--- src/rtl/wwdg_pkg.sv ---
// Shared constants for the multi-channel window watchdog: keys, register
// offsets, status bit positions and the prescaler sizing helper.
package wwdg_pkg;

  localparam logic [15:0] KEY_START  = 16'hCCCC;
  localparam logic [15:0] KEY_RELOAD = 16'hAAAA;
  localparam logic [15:0] KEY_UNLOCK = 16'h5555;

  localparam logic [3:0] OFF_KR  = 4'h0;
  localparam logic [3:0] OFF_PR  = 4'h4;
  localparam logic [3:0] OFF_RLR = 4'h8;
  localparam logic [3:0] OFF_WR  = 4'hC;

  typedef enum logic [1:0] {
    REG_KR,
    REG_PR,
    REG_RLR,
    REG_WR
  } reg_sel_e;

  localparam int ST_RUN      = 0;
  localparam int ST_EWF      = 1;
  localparam int ST_WVF      = 2;
  localparam int ST_TOF      = 3;
  localparam int ST_UNLOCKED = 4;

  localparam int W1C_BIT   = 15;
  localparam int EWIE_BIT  = 15;
  localparam int PSC_WIDTH = 9;

  // Terminal prescaler count for a period of 2^(pr+2) clocks.
  function automatic logic [PSC_WIDTH-1:0] psc_limit(input logic [2:0] pr);
    logic [PSC_WIDTH:0] span;
    logic [PSC_WIDTH:0] lim;
    span = {{(PSC_WIDTH-2){1'b0}}, 3'b100} << pr;
    lim  = span - {{PSC_WIDTH{1'b0}}, 1'b1};
    return lim[PSC_WIDTH-1:0];
  endfunction

endpackage

--- src/rtl/wwdg_channel.sv ---
// One independent watchdog channel: key/lock handling, prescaler, down-counter,
// window check and status flags.
module wwdg_channel
  import wwdg_pkg::*;
#(
  parameter int CNT_WIDTH = 12,
  parameter int DAT_WIDTH = 16
) (
  input  logic                 clk,
  input  logic                 rst,
  input  logic                 wr_en,
  input  reg_sel_e             sel,
  input  logic [DAT_WIDTH-1:0] wr_data,
  output logic [DAT_WIDTH-1:0] rd_data,
  output logic                 wdg_rst,
  output logic                 irq
);

  localparam logic [DAT_WIDTH-1:0] K_START  = DAT_WIDTH'(KEY_START);
  localparam logic [DAT_WIDTH-1:0] K_RELOAD = DAT_WIDTH'(KEY_RELOAD);
  localparam logic [DAT_WIDTH-1:0] K_UNLOCK = DAT_WIDTH'(KEY_UNLOCK);

  logic                 run, ewf, wvf, tof, unlocked;
  logic [2:0]           pr;
  logic [CNT_WIDTH-1:0] rlr, cnt;
  logic [DAT_WIDTH-1:0] wr;
  logic [PSC_WIDTH-1:0] psc;

  logic kr_wr, key_start, key_reload, key_unlock;
  logic pr_wr, pr_w1c, rlr_wr, wr_wr;
  logic tick, restart, win_viol, timeout, ewarn;

  assign kr_wr      = wr_en && (sel == REG_KR);
  assign key_start  = kr_wr && (wr_data == K_START);
  assign key_reload = kr_wr && (wr_data == K_RELOAD);
  assign key_unlock = kr_wr && (wr_data == K_UNLOCK);

  // Bit 15 of a PR write turns it into a flag-clear that bypasses the lock.
  assign pr_w1c = wr_en && (sel == REG_PR) && wr_data[W1C_BIT];
  assign pr_wr  = wr_en && unlocked && (sel == REG_PR) && !wr_data[W1C_BIT];
  assign rlr_wr = wr_en && unlocked && (sel == REG_RLR);
  assign wr_wr  = wr_en && unlocked && (sel == REG_WR);

  assign tick     = run && (psc == psc_limit(pr));
  assign restart  = key_start || key_reload;
  assign win_viol = key_reload && run && (cnt > wr[CNT_WIDTH-1:0]);
  assign timeout  = tick && (cnt == '0) && !restart;
  assign ewarn    = tick && (cnt == CNT_WIDTH'(2)) && !restart;

  assign irq = ewf && wr[EWIE_BIT];

  // NOTE: state registers use non-blocking assignments so every flop samples
  // the pre-edge values of its neighbours, independent of statement order.
  always_ff @(posedge clk or negedge rst) begin
    if (!rst) begin
      run      <= 1'b0;
      ewf      <= 1'b0;
      wvf      <= 1'b0;
      tof      <= 1'b0;
      unlocked <= 1'b0;
      pr       <= '0;
      rlr      <= '1;
      wr       <= '1;
      cnt      <= '1;
      psc      <= '0;
      wdg_rst  <= 1'b0;
    end else begin
      wdg_rst <= win_viol || timeout;

      if (key_unlock)      unlocked <= 1'b1;
      else if (kr_wr)      unlocked <= 1'b0;
      if (key_start)       run <= 1'b1;
      if (pr_wr)           pr  <= wr_data[2:0];
      if (rlr_wr)          rlr <= wr_data[CNT_WIDTH-1:0];
      if (wr_wr)           wr  <= wr_data;

      if (restart || timeout) cnt <= rlr;
      else if (tick)          cnt <= cnt - 1'b1;

      if (restart || pr_wr || tick || !run) psc <= '0;
      else                                  psc <= psc + 1'b1;

      // A timeout opens a fresh period, so a stale early warning is dropped.
      if (key_reload || timeout) ewf <= 1'b0;
      else if (ewarn)            ewf <= 1'b1;

      if (win_viol)                        wvf <= 1'b1;
      else if (pr_w1c && wr_data[ST_WVF])  wvf <= 1'b0;
      if (timeout)                         tof <= 1'b1;
      else if (pr_w1c && wr_data[ST_TOF])  tof <= 1'b0;
    end
  end

  // NOTE: rd_data gets a default before the case so no path leaves it
  // unassigned, which would otherwise infer a latch.
  always_comb begin
    rd_data = '0;
    case (sel)
      REG_KR: begin
        rd_data[ST_RUN]      = run;
        rd_data[ST_EWF]      = ewf;
        rd_data[ST_WVF]      = wvf;
        rd_data[ST_TOF]      = tof;
        rd_data[ST_UNLOCKED] = unlocked;
      end
      REG_PR:  rd_data[2:0]           = pr;
      REG_RLR: rd_data[CNT_WIDTH-1:0] = rlr;
      REG_WR:  rd_data                = wr;
      default: rd_data                = '0;
    endcase
  end

endmodule

--- src/rtl/wwdg_multi.sv ---
// Multi-channel window watchdog with a Wishbone register interface; decodes the
// bus, acknowledges every access and fans writes out to the channels.
module wwdg_multi
  import wwdg_pkg::*;
#(
  parameter int          NUM_CH    = 2,
  parameter int          CNT_WIDTH = 12,
  parameter int          DAT_WIDTH = 16,
  parameter logic [31:0] BASE_ADR  = 32'h0100_0000
) (
  input  logic                 clk,
  input  logic                 rst,
  input  logic [DAT_WIDTH-1:0] dat_m2s,
  input  logic [31:0]          adr_m2s,
  input  logic                 cyc_m2s,
  input  logic                 stb_m2s,
  input  logic                 we_m2s,
  output logic [DAT_WIDTH-1:0] dat_s2m,
  output logic                 ack_s2m,
  output logic [NUM_CH-1:0]    wdg_rst,
  output logic [NUM_CH-1:0]    irq
);

  localparam int CH_W = (NUM_CH > 1) ? $clog2(NUM_CH) : 1;

  logic [31:0]          rel;
  logic                 req, in_range, reg_hit, hit;
  logic [CH_W-1:0]      ch;
  reg_sel_e             sel;
  logic [NUM_CH-1:0]    ch_wr;
  logic [DAT_WIDTH-1:0] ch_rd [NUM_CH];
  logic [DAT_WIDTH-1:0] rd_sel_data;

  // Addresses below the base wrap to large offsets and fall out of range.
  assign rel      = adr_m2s - BASE_ADR;
  assign in_range = rel < 32'(NUM_CH * 16);
  assign ch       = rel[4 +: CH_W];
  assign req      = cyc_m2s && stb_m2s && !ack_s2m;
  assign hit      = in_range && reg_hit;

  always_comb begin
    sel     = REG_KR;
    reg_hit = 1'b1;
    case (rel[3:0])
      OFF_KR:  sel = REG_KR;
      OFF_PR:  sel = REG_PR;
      OFF_RLR: sel = REG_RLR;
      OFF_WR:  sel = REG_WR;
      default: reg_hit = 1'b0;
    endcase
  end

  always_comb begin
    rd_sel_data = '0;
    ch_wr       = '0;
    for (int c = 0; c < NUM_CH; c++) begin
      if (hit && (ch == CH_W'(c))) begin
        rd_sel_data = ch_rd[c];
        ch_wr[c]    = req && we_m2s;
      end
    end
  end

  always_ff @(posedge clk or negedge rst) begin
    if (!rst) begin
      ack_s2m <= 1'b0;
      dat_s2m <= '0;
    end else begin
      ack_s2m <= req;
      dat_s2m <= (req && !we_m2s && hit) ? rd_sel_data : '0;
    end
  end

  for (genvar c = 0; c < NUM_CH; c++) begin : g_ch
    wwdg_channel #(
      .CNT_WIDTH(CNT_WIDTH),
      .DAT_WIDTH(DAT_WIDTH)
    ) u_ch (
      .clk     (clk),
      .rst     (rst),
      .wr_en   (ch_wr[c]),
      .sel     (sel),
      .wr_data (dat_m2s),
      .rd_data (ch_rd[c]),
      .wdg_rst (wdg_rst[c]),
      .irq     (irq[c])
    );
  end

endmodule
--- config.mk ---
export PLATFORM = sky130hd
export DESIGN_NAME = wwdg_multi
export DESIGN_NICKNAME = d
export VERILOG_FILES = /design/src/rtl/wwdg_pkg.sv /design/src/rtl/wwdg_channel.sv /design/src/rtl/wwdg_multi.sv
export SDC_FILE = /design/constraint.sdc
export NUM_CORES = 1
export LEC_CHECK = 0
export CELL_PAD_IN_SITES_DETAIL_PLACEMENT = 1
export CELL_PAD_IN_SITES_GLOBAL_PLACEMENT = 2
export CORE_MARGIN = 5
export CORE_UTILIZATION = 34
export CTS_CLUSTER_SIZE = 30
export DETAILED_ROUTE_END_ITERATION = 6
export GPL_TIMING_DRIVEN = 0
export MAX_ROUTING_LAYER = met4
export PLACE_DENSITY = 0.81
export SETUP_SLACK_MARGIN = 0.4
export SLEW_MARGIN = 10
export SYNTH_ARGS = -nofsm -noshare
export SYNTH_HDL_FRONTEND = slang
export SYNTH_SLANG_ARGS = --single-unit
--- constraint.sdc ---
create_clock -name clk -period 3.08 [get_ports clk]
set_input_delay 0.616 -clock clk [delete_from_list [all_inputs] [get_ports clk]]
set_output_delay 0.616 -clock clk [all_outputs]
set_load 0.05 [all_outputs]
==> results by group, run 1 <==
Worst setup path
  – Worst path required time: around 3.4 ns
  – Crit. End Element: flop
  – Startpoint class of the critical path: flop
  – CP most frequent cell: buf_6
  – Sequence of cells on the critical path: buf_6 -> or3_4 -> ha_4 -> buf_6 -> or4_4 -> a311o_4 -> nor3_4 -> buf_6 -> nand3_4 -> o221a_1
  – Largest delay share family, worst path: simple AND/OR/NAND/NOR gates
  – Slowest stage delay, CP: 0.41 ns
  – Worst Path Max Fanout: 8
  – CP bufs+invs: 3
  – Critical path type: reg -> reg
  – CP arrival: 3.23 ns
  – Slowest cell on the critical path: or4_4

Route
  – Initial DRC count: 370
  – Wire length per cell: about 22 um
  – Via Count: 6437
  – Detailed Route WL: 24.7 mm
  – Residual DRC: 0
  – First-pass DRT Iterations: 7
  – Via density: around 5.6
  – Routed Antenna Nets: 0

Cells and area
  – Antenna Cells: 0
  – Share of layout cells above drive strength 1: 32.6%
  – Post-route insts no fill: 1147
  – Fill count: 2498
  – Commonest non-fill, non-tap cell in the layout: dfstp_2
  – Commonest cells after routing, fill and taps aside: dfstp_2, mux2_2, nor2_1, clkdlybuf4s50_1, dfrtp_1
  – Fin nets: 933
  – Area growth syn-to-layout: 27.3%

Placed design
  – Placed cells: 1094
  – Final GP Congestion: 0.836
  – IO buf count: between 70 and 80
  – HPWL Detailed: around 18 mm

Synthesis
  – Mapped Nets: 819
  – Synth Area per Inst: between 10 and 15 sq um
  – Sequential area share after synthesis: 44.1%
  – Yosys cell types: 87
  – Warnings, synthesis: 0
  – Post-synth top flop: dfstp_2
  – Mapped Cells: 735
  – Asr flop ratio synth: between 90% and 100%
  – Mapped Area: about 7800 sq um
  – Synthesis-stage register bit count: ~130
  – EDFF count, synth: 0

Pwr
  – Switching Share: 23.2%
  – Clock share of power: between 50% and 60%
  – Pwr/cell area: between 400 and 500 nW/um^2
  – NetSw: 0.920 mW
  – Internal power: approximately 3 mW
  – VDD IR-drop max: ~280 uV
  – Sequential share of power: approximately 44%
  – Pleak: between 4 and 5 nW
  – Comb pwr share: approximately 5.3%

STA
  – Final hold vios: 0
  – RSZ-0062 raised after global routing: yes
  – Setup Viol. Count Final: 0
  – Fmax: 347 MHz
  – Tcrit/Tclk final: 93.6%
  – Max Transition Viols Final: 0
  – Final hold slack: about 0.15 ns
  – Slew HR: about 23%
  – Fin Clk Skew: 0.00733 ns
  – Actual slew at the worst max-slew pin: between 1 and 1.5 ns
  – Tmin final: around 2.9 ns

CTS
  – Root buf cell: clkbuf_16
  – Clk sinks: around 130
  – CTS tree: yes
  – Clk pin slew, worst setup/hold paths: 0.06 ns
  – Clock tree buffer depth: 2
  – TritonCTS Buffers: 17
  – Clk Latency, worst-skew pair: 0.42 ns
  – H-tree depth: 4

Floorplanning
  – Die area: about 26000 sq um
  – # IOs: 74
  – Die W: between 150 and 200 um
  – Die span in y: between 150 and 200 um
  – Initial Util: between 30 and 40%
  – FP Rows: 55
  – Core box area: 22600 sq um

Global routing
  – Largest net degree at the start of global routing: between 80 and 90
  – Global route overflow: 0
  – Vias in the first global route: just under 7000
  – GRT Overall Usage: between 10% and 20%
  – Initial antenna violation count: 0
  – First-pass GRT wire length: 39.0 mm

Run
  – Number of max-cap violations: 0

Status
  – Status: finished clean

Min path
  – Min-Delay Path Class: in -> async
## flip-flops by register name (all words and copies together) (netlist names)
register,flops
g_ch.u_ch.wr,32
g_ch.u_ch.cnt,24
g_ch.u_ch.rlr,24
g_ch.u_ch.psc,18
dat_s2m,16
g_ch.u_ch.pr,6
g_ch.u_ch.ewf,2
g_ch.u_ch.run,2
g_ch.u_ch.tof,2
g_ch.u_ch.unlocked,2
g_ch.u_ch.wdg_rst,2
g_ch.u_ch.wvf,2
ack_s2m,1
## layer usage
| metal | wire, um | track usage (%) | vias up |
|---|---|---|---|
| met5 | 0 | - | - |
| li1 | - | - | 2980 |
| met1 | 12000 | 27.3 | 3281 |
| met4 | 232 | 4.81 | 0 |
| met3 | 1080 | 3.34 | 13 |
| met2 | 11400 | 30.4 | 163 |
## area by class of cell
| cell class | instances | area, sq um | share of cell area [%] |
|---|---|---|---|
| sequential | 133 | 3430 | 34.6 |
| inverter | 39 | 146 | 1.48 |
| clock inverter | 12 | 131 | 1.33 |
| buffer | 37 | 248 | 2.50 |
| multi-input combinational | 526 | 4200 | 42.4 |
| timing repair buffer | 95 | 948 | 9.57 |
| tap | 285 | 357 | 3.60 |
| clock buffer | 20 | 447 | 4.51 |
## synth_stat cells (12+ instances only)
library cell	instances	area, sq um
dfstp_2	80	2100
mux2_2	63	709
nor2_1	63	236
dfrtp_1	53	1330
inv_1	39	146
nand2_1	36	135
ha_1	31	388
nor3_1	23	115
o21ai_0	22	110
a21oi_1	21	105
mux2i_1	20	200
nand4_1	19	119
a221oi_1	17	149
clkbuf_1	15	56.3
nor4_1	15	93.8
xor2_1	15	131
o2bb2ai_1	12	105
## kinds of logic (layout without fill, tap and decap cells)
family	Yosys count	count (layout)	share of synthesized area (%)
AND/OR/NAND/NOR	251	251	18.6
AO/OA/AOI/OAI	140	140	13.7
flip-flops	133	133	44.1
multiplexers	83	83	11.7
buffers and inverters	76	203	4.66
adder cells (fa/ha/maj)	31	31	4.98
XOR/XNOR	21	21	2.36
## per-stage QoR
step | setup WS, ns | util [%] | setup TNS (ns) | power (mW) | area (sq um)
global placement | -4.15 | 39.5 | -448.00 | 1.98 | 8920
global route | 0.0940 | 43.9 | 0 | 4.12 | 9910
floorplan | 0.401 | - | 0 | 1.83 | 7830
finish | 0.196 | 43.9 | 0 | 3.97 | 9910
CTS | 0.225 | 43.2 | 0 | 4.00 | 9760
detailed placement | -0.593 | 39.7 | -39.69 | 1.99 | 8950
## path summary, 6_finish.rpt
path                               startpoint                   end  slack [ns]  cells past startpoint
min in group clk                      ack_s2m               ack_s2m        0.47                      1
min reg2reg                           ack_s2m               ack_s2m        0.47                      1
max                        g_ch[0].u_ch.pr[0]   g_ch[0].u_ch.cnt[9]        0.20                     10
max in group asynchronous                 rst   g_ch[0].u_ch.cnt[3]        2.10                      2
min                                       rst  g_ch[1].u_ch.wdg_rst        0.15                      1
max reg2reg                g_ch[0].u_ch.pr[0]   g_ch[0].u_ch.cnt[9]        0.20                     10
## power groups by stage
stage	sequential [mW]	combinational [mW]	clock, mW
after floorplan	1.78	0.0479	0
after global placement	1.78	0.201	0
after detailed placement	1.78	0.206	0
after CTS	1.75	0.209	2.04
after global routing	1.75	0.229	2.14
final	1.75	0.212	2.01
## timing repair
item,in CTS,in global routing
pin swaps,14,4
setup buffers,15,5
hold buffers,0,0
cloned,1,0
endpoints found under the setup margin,124,82
gates resized for setup,35,30
Note: power is estimated with default switching activity, not from simulation.
==> run 2, diff against run 1 <==
--- a/config.mk
+++ b/config.mk
@@ -13,7 +13,7 @@
 export DETAILED_ROUTE_END_ITERATION = 6
 export GPL_TIMING_DRIVEN = 0
 export MAX_ROUTING_LAYER = met4
-export PLACE_DENSITY = 0.81
+export PLACE_DENSITY_LB_ADDON = 0.1
 export SETUP_SLACK_MARGIN = 0.4
 export SLEW_MARGIN = 10
 export SYNTH_ARGS = -nofsm -noshare
==> run 2 against run 1 <==
Sequential power is essentially flat. Worst hold slack gained 0.013 ns. Wire length grew 4.5%. Clock-buffer cell count grew 2. Combinational power is essentially flat. Critical path type unchanged. Largest power group unchanged.
==> results by group, run 2 (synthesis gave the netlist of run 1 again) <==
Global routing
  – Initial antenna violation count: 0
  – First-pass GRT wire length: 40.7 mm
  – Vias in the first global route: just under 7000
  – GRT Overall Usage: around a fifth
  – Largest net degree at the start of global routing: about 80
  – Global route overflow: 0

CTS
  – Clock tree buffer depth: 2
  – Clk Latency, worst-skew pair: between 0.4 and 0.5 ns
  – H-tree depth: 4
  – CTS tree: yes
  – Clk pin slew, worst setup/hold paths: about 0.060 ns
  – TritonCTS Buffers: 17
  – Hold Buf Count CTS: 0
  – Root buf cell: clkbuf_16
  – Clk sinks: about 130

Status
  – Status: finished clean

Placed design
  – Post-placement setup slack: -0.626 ns
  – HPWL Detailed: 18.6 mm
  – Placed cells: between 1000 and 1500
  – IO buf count: 73
  – Final GP Congestion: around 0.83

Route
  – Wire length per cell: around 22 um
  – Residual DRC: 0
  – Initial DRC count: 269
  – Routed Antenna Nets: 0
  – Via Count: about 6500
  – First-pass DRT Iterations: 4
  – Top Layer Used: met4
  – Via density: 5.61
  – Met3 WL post-DR: roughly 910 um
  – Wl on met1: ~12 mm
  – Met2 WL post-DR: ~12 mm
  – Detailed Route WL: approximately 26 mm

Cells and area
  – Commonest cells after routing, fill and taps aside: dfstp_2, mux2_2, nor2_1
  – Largest regs: g_ch.u_ch.wr (32), g_ch.u_ch.cnt (24), g_ch.u_ch.rlr (24)
  – Post-route insts no fill: 1153
  – Largest Register: g_ch.u_ch.wr
  – Share of layout cells above drive strength 1: roughly a third
  – Final core utilization: between 40% and 50%
  – Area growth syn-to-layout: 29.1%
  – Commonest non-fill, non-tap cell in the layout: dfstp_2
  – Fin nets: about 940
  – Antenna Cells: 0
  – Max FFs per register: 32

Worst setup path
  – Worst Path Max Fanout: 6
  – Largest delay share family, worst path: simple AND/OR/NAND/NOR gates
  – CP most frequent cell: buf_6
  – CP arrival: between 3 and 4 ns
  – Critical path type: reg -> reg
  – Startpoint class of the critical path: flop
  – Slowest stage delay, CP: slightly above 0.4 ns
  – CP bufs+invs: 3
  – Sequence of cells on the critical path: buf_6 -> or3_4 -> ha_4 -> buf_6 -> or4_4 -> a311o_4 -> nor3_4 -> buf_6 -> a31oi_4 -> a311oi_2
  – Crit. End Element: flop
  – Slowest cell on the critical path: or4_4
  – Worst path required time: ~3.4 ns

STA
  – Final hold slack: around 0.16 ns
  – Fin Clk Skew: between 0.01 and 0.015 ns
  – Slew HR: roughly a quarter
  – Setup Viol. Count Final: 0
  – Final hold vios: 0
  – Tmin final: roughly 2.9 ns
  – Worst setup margin: around 0.22 ns
  – RSZ-0062 raised after global routing: yes
  – Actual slew at the worst max-slew pin: approximately 1.1 ns
  – Fmax: about 350 MHz
  – Max Transition Viols Final: 0
  – Tcrit/Tclk final: about 93%

Pwr
  – Pwr/cell area: approximately 420 nW/um^2
  – VDD IR-drop max: approximately 280 uV
  – Pleak: 4.05 nW
  – Overall power: around 4.2 mW

Floorplanning
  – Die area: 26000 sq um
  – Initial Util: between 30% and 40%
  – # IOs: 74
  – Die span in y: around 160 um
  – Core box area: approximately 23000 sq um
  – FP Rows: 55
  – Die W: between 150 and 200 um

Min path
  – Min-Delay Path Class: in -> async

Run
  – Number of max-cap violations: 0
run 2: through the flow:
step	setup TNS [ns]	cell area (sq um)
after floorplan	0	7830
after global placement	-424.75	8920
after detailed placement	-44.45	8950
after CTS	0	9850
after global routing	0	10000
final	0	10000
run 2: what timing repair did:
| action | in CTS | in global routing |
|---|---|---|
| setup endpoints to repair | 119 | 105 |
| pin swaps | 14 | 7 |
| gates resized for setup | 45 | 31 |
| buffers inserted | 15 | 11 |
| gates cloned | 1 | 0 |
| hold endpoints to repair | 0 | 0 |
run 2: layer usage:
layer  up-vias  global-route usage (%)
li1       3000                       -
met1      3311                    28.0
met2       136                    32.0
met3        25                    3.65
met4         0                    5.23
met5         -                       -
run 2: path summary, 6_finish.rpt:
path / depth (start not counted) / slack [ns] / start / to
worst max-delay path: 10 / 0.22 / g_ch[0].u_ch.pr[0] / g_ch[0].u_ch.ewf
worst min-delay path: 1 / 0.16 / rst / dat_s2m[5]
worst max register to register: 10 / 0.22 / g_ch[0].u_ch.pr[0] / g_ch[0].u_ch.ewf
worst min register to register: 1 / 0.46 / g_ch[1].u_ch.psc[0] / g_ch[1].u_ch.psc[0]
max in group asynchronous: 2 / 2.08 / rst / g_ch[0].u_ch.cnt[5]
min in group clk: 1 / 0.46 / g_ch[1].u_ch.psc[0] / g_ch[1].u_ch.psc[0]
run 2: cell type report:
| type | count | area [sq um] |
|---|---|---|
| clock inverters | 10 | 170 |
| well taps | 285 | 357 |
| flip-flops and latches | 133 | 3430 |
| repair buffers | 101 | 971 |
| inverters | 39 | 146 |
| clock buffers | 22 | 464 |
| plain buffers | 37 | 245 |
| fillers | 2494 | 12500 |
| multi-input cells | 526 | 4270 |
run 2: where the power goes:
group,switching (mW),internal (mW)
Clock,0.819,1.41
Combinational,0.128,0.0869
Sequential,0.000465,1.75
==> run 3, diff against run 2 <==
--- a/config.mk
+++ b/config.mk
@@ -12,7 +12,6 @@
 export CTS_CLUSTER_SIZE = 30
 export DETAILED_ROUTE_END_ITERATION = 6
 export GPL_TIMING_DRIVEN = 0
-export MAX_ROUTING_LAYER = met4
 export PLACE_DENSITY_LB_ADDON = 0.1
 export SETUP_SLACK_MARGIN = 0.4
 export SLEW_MARGIN = 10
==> run 3 against run 2 <==
Largest cell class unchanged. Sequential power about the same. Critical endpoint is now g_ch[0].u_ch.cnt[9]. Flip-flop and latch count stayed put. Critical path type unchanged. Sequential share of layout area unchanged. First-iteration DRC count up 0.74%. Combinational power is essentially flat. Setup slack got worse by 0.0062 ns. Die area stayed put. Power hardly changed. Clock power is essentially flat. Clock-buffer cell count unchanged. Non-clock buffer count unchanged. Wire length about the same.
==> results by group, run 3 (synthesis gave the netlist of run 1 again) <==
Placed design
  – Placed cells: around 1100
  – HPWL Detailed: 18.6 mm
  – Final GP Congestion: 0.816
  – IO buf count: 73
  – Post-placement setup slack: -0.626 ns
  – Placed inst area: between 8000 and 9000 sq um

STA
  – Fmax: 349 MHz
  – Final hold vios: 0
  – Actual slew at the worst max-slew pin: 1.08 ns
  – Slew HR: a little over a quarter
  – Setup Viol. Count Final: 0
  – RSZ-0062 raised after global routing: yes
  – Final hold slack: 0.159 ns
  – Tcrit/Tclk final: between 90 and 100%
  – Tmin final: approximately 2.9 ns
  – Max Transition Viols Final: 0
  – Worst setup margin: 0.213 ns
  – Fin Clk Skew: 0.0105 ns

Cells and area
  – Area growth syn-to-layout: 29.1%
  – Final core utilization: between 40% and 50%
  – Share of layout cells above drive strength 1: 33.4%
  – Largest regs: g_ch.u_ch.wr (32), g_ch.u_ch.cnt (24), g_ch.u_ch.rlr (24)
  – Fin nets: about 940
  – Commonest cells after routing, fill and taps aside: dfstp_2, mux2_2, nor2_1
  – Post-route insts no fill: ~1200
  – Fin area: ~10000 sq um
  – Antenna Cells: 0
  – Commonest non-fill, non-tap cell in the layout: dfstp_2
  – Fill count: 2494
  – Max FFs per register: 32
  – Largest Register: g_ch.u_ch.wr

Global routing
  – Largest net degree at the start of global routing: between 80 and 90
  – First-pass GRT wire length: just over 40 mm
  – Vias in the first global route: around 7000
  – Initial antenna violation count: 0
  – Met2 Use GR: about a third
  – Grt met1 use: 28.0%
  – GR peak layer: met2
  – Grt met3 use: 3.73%
  – Global route overflow: 0
  – GRT Overall Usage: roughly a fifth

Route
  – Routed Antenna Nets: 0
  – Via Count: approximately 6500
  – Initial DRC count: ~270
  – First-pass DRT Iterations: 4
  – Via density: about 5.6
  – Wire length per cell: about 22 um
  – Detailed Route WL: 25.8 mm
  – Residual DRC: 0

Worst setup path
  – R2R Setup Slk: around 0.21 ns
  – R2R Path End: g_ch[0].u_ch.cnt[9]
  – R2r worst-path depth: 10
  – CP arrival: roughly 3.2 ns
  – Startpoint class of the critical path: flop
  – Crit. End Element: flop
  – Critical path type: reg -> reg
  – Worst flop-to-flop path startpoint: g_ch[0].u_ch.pr[0]
  – Worst Path Max Fanout: 6
  – Worst path required time: about 3.4 ns

CTS
  – Hold Buf Count CTS: 0
  – Root buf cell: clkbuf_16
  – Clock tree buffer depth: 2
  – H-tree depth: 4
  – Clk Latency, worst-skew pair: roughly 0.42 ns
  – CTS tree: yes
  – Clk sinks: between 100 and 150
  – Clk pin slew, worst setup/hold paths: ~0.06 ns
  – TritonCTS Buffers: 17

Pwr
  – Pwr/cell area: between 400 and 500 nW/um^2
  – Comb pwr share: 5.1%
  – Clock share of power: between 50% and 60%
  – Pleak: 4.05 nW
  – Switching Share: ~23%
  – Sequential share of power: roughly two fifths
  – Internal power: 3.25 mW
  – VDD IR-drop max: around 280 uV
  – NetSw: approximately 0.94 mW

Floorplanning
  – Core box area: ~23000 sq um
  – Die W: 161 um
  – FP Rows: 55
  – Initial Util: around a third
  – # IOs: 74
  – Die span in y: between 150 and 200 um
  – Die area: about 26000 sq um

Status
  – Status: finished clean

Min path
  – Min-Delay Path Class: in -> async

Run
  – Number of max-cap violations: 0
-- run 3: cell counts in the layout (fill, tap and decap cells not counted) --
No cell type changed its count.
-- run 3: power groups by stage --
stage | combinational [mW] | clock (mW) | sequential [mW]
5_1_grt | 0.232 | 2.35 | 1.75
3_3_place_gp | 0.200 | 0 | 1.78
2_1_floorplan | 0.0479 | 0 | 1.78
6_report | 0.215 | 2.22 | 1.75
4_1_cts | 0.211 | 2.28 | 1.75
3_5_place_dp | 0.208 | 0 | 1.78
-- run 3: per-layer routing --
| layer | part of all wire [%] | routed length [um] | vias to the layer above |
|---|---|---|---|
| met1 | 48 | 12400 | 3302 |
| met4 | 1.3 | 340 | 0 |
| li1 | - | - | 2996 |
| met3 | 3.7 | 949 | 25 |
| met5 | 0 | 0 | - |
| met2 | 47 | 12100 | 137 |
-- run 3: worst max-delay path by stage --
| stage | startpoint | endpoint | slack [ns] | cells past startpoint |
|---|---|---|---|---|
| after floorplan | g_ch[0].u_ch.pr[0] | g_ch[0].u_ch.ewf | 0.40 | 10 |
| after global placement | rst | g_ch[0].u_ch.psc[6] | -3.96 | 1 |
| after detailed placement | adr_m2s[3] | g_ch[0].u_ch.rlr[10] | -0.63 | 7 |
| after CTS | g_ch[0].u_ch.pr[0] | g_ch[0].u_ch.cnt[11] | 0.20 | 10 |
| after global routing | g_ch[0].u_ch.pr[0] | g_ch[0].u_ch.cnt[11] | 0.12 | 10 |
| final | g_ch[0].u_ch.pr[0] | g_ch[0].u_ch.cnt[9] | 0.21 | 10 |
-- run 3: per-stage QoR --
stage	setup TNS, ns	power, mW
after global routing	0	4.33
after detailed placement	-44.45	1.99
after CTS	0	4.24
after global placement	-424.75	1.98
final	0	4.19
after floorplan	0	1.83
-- run 3: layout make-up --
type                            count  area (sq um)  share of cell area [%]
Clock inverter                     10           170                    1.69
Sequential cell                   133          3430                    34.1
Timing Repair Buffer              101           971                    9.66
Multi-Input combinational cell    526          4270                    42.5
Buffer                             37           245                    2.44
Tap cell                          285           357                    3.55
Clock buffer                       22           464                    4.62
Inverter                           39           146                    1.46
-- run 3: timing repair --
| action | in CTS | in global routing |
|---|---|---|
| resized for setup | 45 | 31 |
| gates cloned | 1 | 0 |
| setup endpoints to repair | 119 | 105 |
| pin swaps | 14 | 8 |
| buffers inserted | 15 | 11 |
| endpoints found under the hold margin | 0 | 0 |
-- run 3: worst max-delay path: stages (launching register included) --
cell     delay, ns
dfrtp_1       0.39
buf_6         0.12
or3_4         0.35
ha_4          0.17
buf_6         0.12
or4_4         0.41
a311o_4       0.39
nor3_4        0.28
buf_6         0.20
nand3_4       0.08
o221a_1       0.27
